==> src/rtl/ram_arbiter_2p.sv <==
// Two-requester arbiter serialising byte reads/writes onto one single-port RAM.
// Define ARB_FIXED_PRIO_EN for strict A-over-B priority; default is round-robin.
module ram_arbiter_2p #(
  parameter int ADDR_W = 6,
  parameter int DATA_W = 8
) (
  input  logic              clk,
  input  logic              rst,
  input  logic              a_req,
  input  logic              a_rw,
  input  logic [ADDR_W-1:0] a_addr,
  input  logic [DATA_W-1:0] a_wdata,
  output logic              a_gnt,
  output logic              a_rvalid,
  output logic [DATA_W-1:0] a_rdata,
  input  logic              b_req,
  input  logic              b_rw,
  input  logic [ADDR_W-1:0] b_addr,
  input  logic [DATA_W-1:0] b_wdata,
  output logic              b_gnt,
  output logic              b_rvalid,
  output logic [DATA_W-1:0] b_rdata,
  output logic              ram_cs,
  output logic              ram_rw,
  output logic [ADDR_W-1:0] ram_addr,
  output logic [DATA_W-1:0] ram_din,
  input  logic [DATA_W-1:0] ram_dout,
  output logic              busy
);

  typedef enum logic [1:0] {IDLE, ACCESS, RD_WAIT} state_t;

  state_t state;
  logic   rd_owner_b;
  logic   pick_b;

`ifdef ARB_FIXED_PRIO_EN
  assign pick_b = b_req & ~a_req;
`else
  logic last_gnt_b;
  // On a tie the port that did not win last time goes next.
  assign pick_b = b_req & (~a_req | ~last_gnt_b);
`endif

  always_ff @(posedge clk) begin
    if (rst) begin
      state      <= IDLE;
      rd_owner_b <= 1'b0;
`ifndef ARB_FIXED_PRIO_EN
      last_gnt_b <= 1'b1;
`endif
      a_gnt      <= 1'b0;
      b_gnt      <= 1'b0;
      a_rvalid   <= 1'b0;
      b_rvalid   <= 1'b0;
      a_rdata    <= '0;
      b_rdata    <= '0;
      ram_cs     <= 1'b0;
      ram_rw     <= 1'b0;
      ram_addr   <= '0;
      ram_din    <= '0;
      busy       <= 1'b0;
    end else begin
      a_gnt    <= 1'b0;
      b_gnt    <= 1'b0;
      a_rvalid <= 1'b0;
      b_rvalid <= 1'b0;
      case (state)
        IDLE: begin
          if (a_req || b_req) begin
            a_gnt      <= ~pick_b;
            b_gnt      <= pick_b;
            ram_cs     <= 1'b1;
            ram_rw     <= pick_b ? b_rw    : a_rw;
            ram_addr   <= pick_b ? b_addr  : a_addr;
            ram_din    <= pick_b ? b_wdata : a_wdata;
            rd_owner_b <= pick_b;
`ifndef ARB_FIXED_PRIO_EN
            last_gnt_b <= pick_b;
`endif
            busy       <= 1'b1;
            state      <= ACCESS;
          end else begin
            ram_cs <= 1'b0;
          end
        end
        ACCESS: begin
          ram_cs <= 1'b0;
          if (ram_rw) begin
            busy  <= 1'b0;
            state <= IDLE;
          end else begin
            state <= RD_WAIT;
          end
        end
        RD_WAIT: begin
          if (rd_owner_b) begin
            b_rdata  <= ram_dout;
            b_rvalid <= 1'b1;
          end else begin
            a_rdata  <= ram_dout;
            a_rvalid <= 1'b1;
          end
          busy  <= 1'b0;
          state <= IDLE;
        end
        default: begin
          ram_cs <= 1'b0;
          busy   <= 1'b0;
          state  <= IDLE;
        end
      endcase
    end
  end

endmodule

==> config.mk <==
export PLATFORM = sky130hd
export DESIGN_NAME = ram_arbiter_2p
export DESIGN_NICKNAME = d
export VERILOG_FILES = /design/src/rtl/ram_arbiter_2p.sv
export SDC_FILE = /design/constraint.sdc
export NUM_CORES = 1
export LEC_CHECK = 0
export ABC_AREA = 0
export CAP_MARGIN = 20
export CORE_MARGIN = 5
export CORE_UTILIZATION = 42
export CTS_BUF_LIST = sky130_fd_sc_hd__clkbuf_4
export CTS_CLUSTER_SIZE = 25
export DETAILED_ROUTE_END_ITERATION = 8
export PLACE_DENSITY_LB_ADDON = 0.05
export SKIP_CTS_REPAIR_TIMING = 1
export SLEW_MARGIN = 20
export SYNTH_ARGS = -nofsm -noshare
export SYNTH_HDL_FRONTEND = slang
export SYNTH_SLANG_ARGS = --single-unit
==> constraint.sdc <==
create_clock -name clk -period 1.6 [get_ports clk]
set_input_delay 0.24 -clock clk [delete_from_list [all_inputs] [get_ports clk]]
set_output_delay 0.24 -clock clk [all_outputs]
set_load 0.005 [all_outputs]
==> metrics.txt <==
Std-Cell Rows=23; most numerous cell in the Yosys netlist=dfxtp_1; worst hold slack=0.248 ns; crit path time final=1.53 ns; Worst Skew=~0.005 ns; first-pass GRT wire length=6840 microns; Worst-path clk slew=0.12 ns; core area=between 0.003 and 0.004 sq mm; routed vias/inst=4.97; synthesized instance count=around 170; DR pass1 iterations=4; Critical Setup Path Class=reg -> out; worst slew pin tran=0.289 ns; Initial Utilization=0.425; R2R depth=4; EDFF count, synth=0; Max Freq=roughly 650 MHz; CP Launch Point=ram_rw; Total GRT Usage=0.164; final setup vio count=0; Psw=582 uW; #FFs+latches synth=about 40; Leakage=roughly 1.0 nW; Hold/Removal Path Class=in -> reg; YS warnings=0; Logic pwr share=0.214; Max Cap Viol=0; pin count of the biggest net entering global routing=16; Port Buffer Count=78; fin crit share=0.957; via count=~1500; CP Capture Type=output pin; vias in the first global route=1558; Detailed Route WL=between 4000 and 5000 microns; asr flop ratio synth=0; clk sinks=41; Netlist cell types=25; CP startpoint kind=flip-flop; Skew-Pair Late Insertion Delay=about 0.34 ns; Residual DRC=0; CTS tree=yes; Yosys top cell by area=dfxtp_1; post-synthesis compound-gate area fraction=0.203; Iter 0 DRT Violations=57; Slew headroom=0.804; worst r2r dst=a_rdata[3]; crit path buf inv count=1; antenna violations before repair=0; worst hold path endpoint=b_rdata[3]; hold-critical path depth=2; post-synthesis sequential area ratio=0.490; slowest library cell on the worst path=clkdlybuf4s50_1; Post-Syn Nets=between 200 and 250; largest cells by area after synthesis=dfxtp_1 (49%), mux2i_1 (10%), a311oi_2 (9.0%), nand2_1 (7.2%), a21oi_1 (5.1%); largest family of logic cells by synthesized area=compound AO/OA/AOI/OAI gates; grt ovf=0; xor and xnor area share after synthesis=0; Max Fanout on Critical Path=4; Final ANT Viol Nets=0; Synth Area per Inst=9.74 sq um; switch share=0.235; cell area after synthesis=0.00168 sq mm; cell-internal power=1.90 mW; status=finished clean; top-area cell type share of the netlist area=0.490; clk root buf=clkbuf_4; simple-gate area share of the yosys netlist=0.157; Slew Limit Fails=0; CTS buffer count=5; Post-DP HPWL=between 3000 and 4000 microns; Final Hold Viols=0; R2R Setup Slk=about 0.36 ns; H-Tree Level Count=2; area share of fa/ha/maj cells after synthesis=0; Die ar.=0.00535 sq mm; RSZ-0062 raised after global routing=no; fillers=316; Largest stage delay, worst path=approximately 0.53 ns; clock power share=0.325; delay-heaviest family, CP=buffers and inverters; final cell utilization of the core=0.672; ant diodes=0; Clock Path Buffers=2; Data required, critical path=1.36 ns; reg2reg start=state[1]; Routability Congestion=~0.77; die span in x=73.2 microns; io pins=79; dominant synthesized flop cell=dfxtp_1; fraction of layout cells with a size suffix above 1=0.137; WP data arrival=1.29 ns; Max IR drop VDD=around 0.67 mV; multiplexer share of the synthesized area=0.102; final net count=296; Area Overhead vs Synth=58.0%; Reg power frac=0.461; DIE HEIGHT=73.2 microns; Post-synth top cells=dfxtp_1 (41), nand2_1 (32), nor2_1 (20), a21oi_1 (17), mux2i_1 (17); hold_sp=rst; DR WL/cell=14.0 microns; worst-path cell chain=clkdlybuf4s50_1; power density over the cells=between 900 and 1000 mW/mm^2
-- per-stage QoR --
| stage | setup TNS, ns | cell area, sq um | setup WS (ns) | total power, mW | cells |
|---|---|---|---|---|---|
| 3_5_place_dp | -0.632 | 2540 | -0.0736 | 1.70 | 297 |
| 5_1_grt | 0 | 2650 | 0.0143 | 2.60 | 305 |
| 2_1_floorplan | 0 | 1680 | 0.432 | 1.40 | 172 |
| 6_report | 0 | 2650 | 0.0682 | 2.48 | 305 |
| 3_3_place_gp | 0 | 2540 | 0.0140 | 1.68 | 297 |
| 4_1_cts | 0 | 2650 | 0.0351 | 2.51 | 305 |
-- power by group through the flow --
stage | Clock, mW | Combinational, mW | Sequential (mW)
after floorplan | 0 | 0.242 | 1.16
after global placement | 0 | 0.519 | 1.16
after detailed placement | 0 | 0.534 | 1.16
after CTS | 0.830 | 0.536 | 1.14
after global routing | 0.873 | 0.575 | 1.15
final | 0.805 | 0.530 | 1.14
-- placed cells by master (no fill, tap or decap), drive strengths merged --
cell type,n
clkinv,1
nor3b,1
or2,1
nor2b,1
clkdlybuf4s50,77
a21boi,1
clkbuf,5
and3,1
a211oi,1
nand3b,1
and2,1
a21oi,17
nand2,32
nor2,20
nor3,2
a311oi,15
o21bai,2
buf,12
mux2i,17
dfxtp,41
bufinv,2
nor4b,1
nand2b,1
a21bo,2
-- layer usage --
layer | wire, microns | global-route usage | vias up
li1 | - | - | 766
met1 | 1770 | 0.184 | 693
met3 | 294 | 0.0482 | 4
met2 | 2170 | 0.295 | 54
met4 | 28 | 0.0492 | 0
met5 | 0 | 0 | -
-- flip-flops by register name (all words and copies together) (netlist names), 2 cells and up --
| register | count |
|---|---|
| ram_din | 8 |
| b_rdata | 8 |
| state | 2 |
| a_rdata | 8 |
| ram_addr | 6 |
-- cells by family after synthesis --
group,count (synthesis)
flops,41
buf+inv,14
compound gates,38
simple gates,62
mux,17
-- how the worst max path moves through the flow --
stage	to	slack, ns	depth (start not counted)
final	ram_rw	0.07	1
after global routing	ram_rw	0.01	1
after CTS	ram_rw	0.04	1
after detailed placement	ram_din[1]	-0.07	4
after global placement	ram_addr[2]	0.01	4
after floorplan	ram_addr[2]	0.43	4
-- layout make-up --
cell class / count / area, sq um / area share
repair buffers: 89 / 883 / 0.334
flip-flops and latches: 41 / 821 / 0.310
multi-input cells: 117 / 778 / 0.294
clock inverters: 3 / 65.1 / 0.0246
well taps: 50 / 62.6 / 0.0236
clock buffers: 5 / 37.5 / 0.0142
Power figures use the tool's default switching activity.
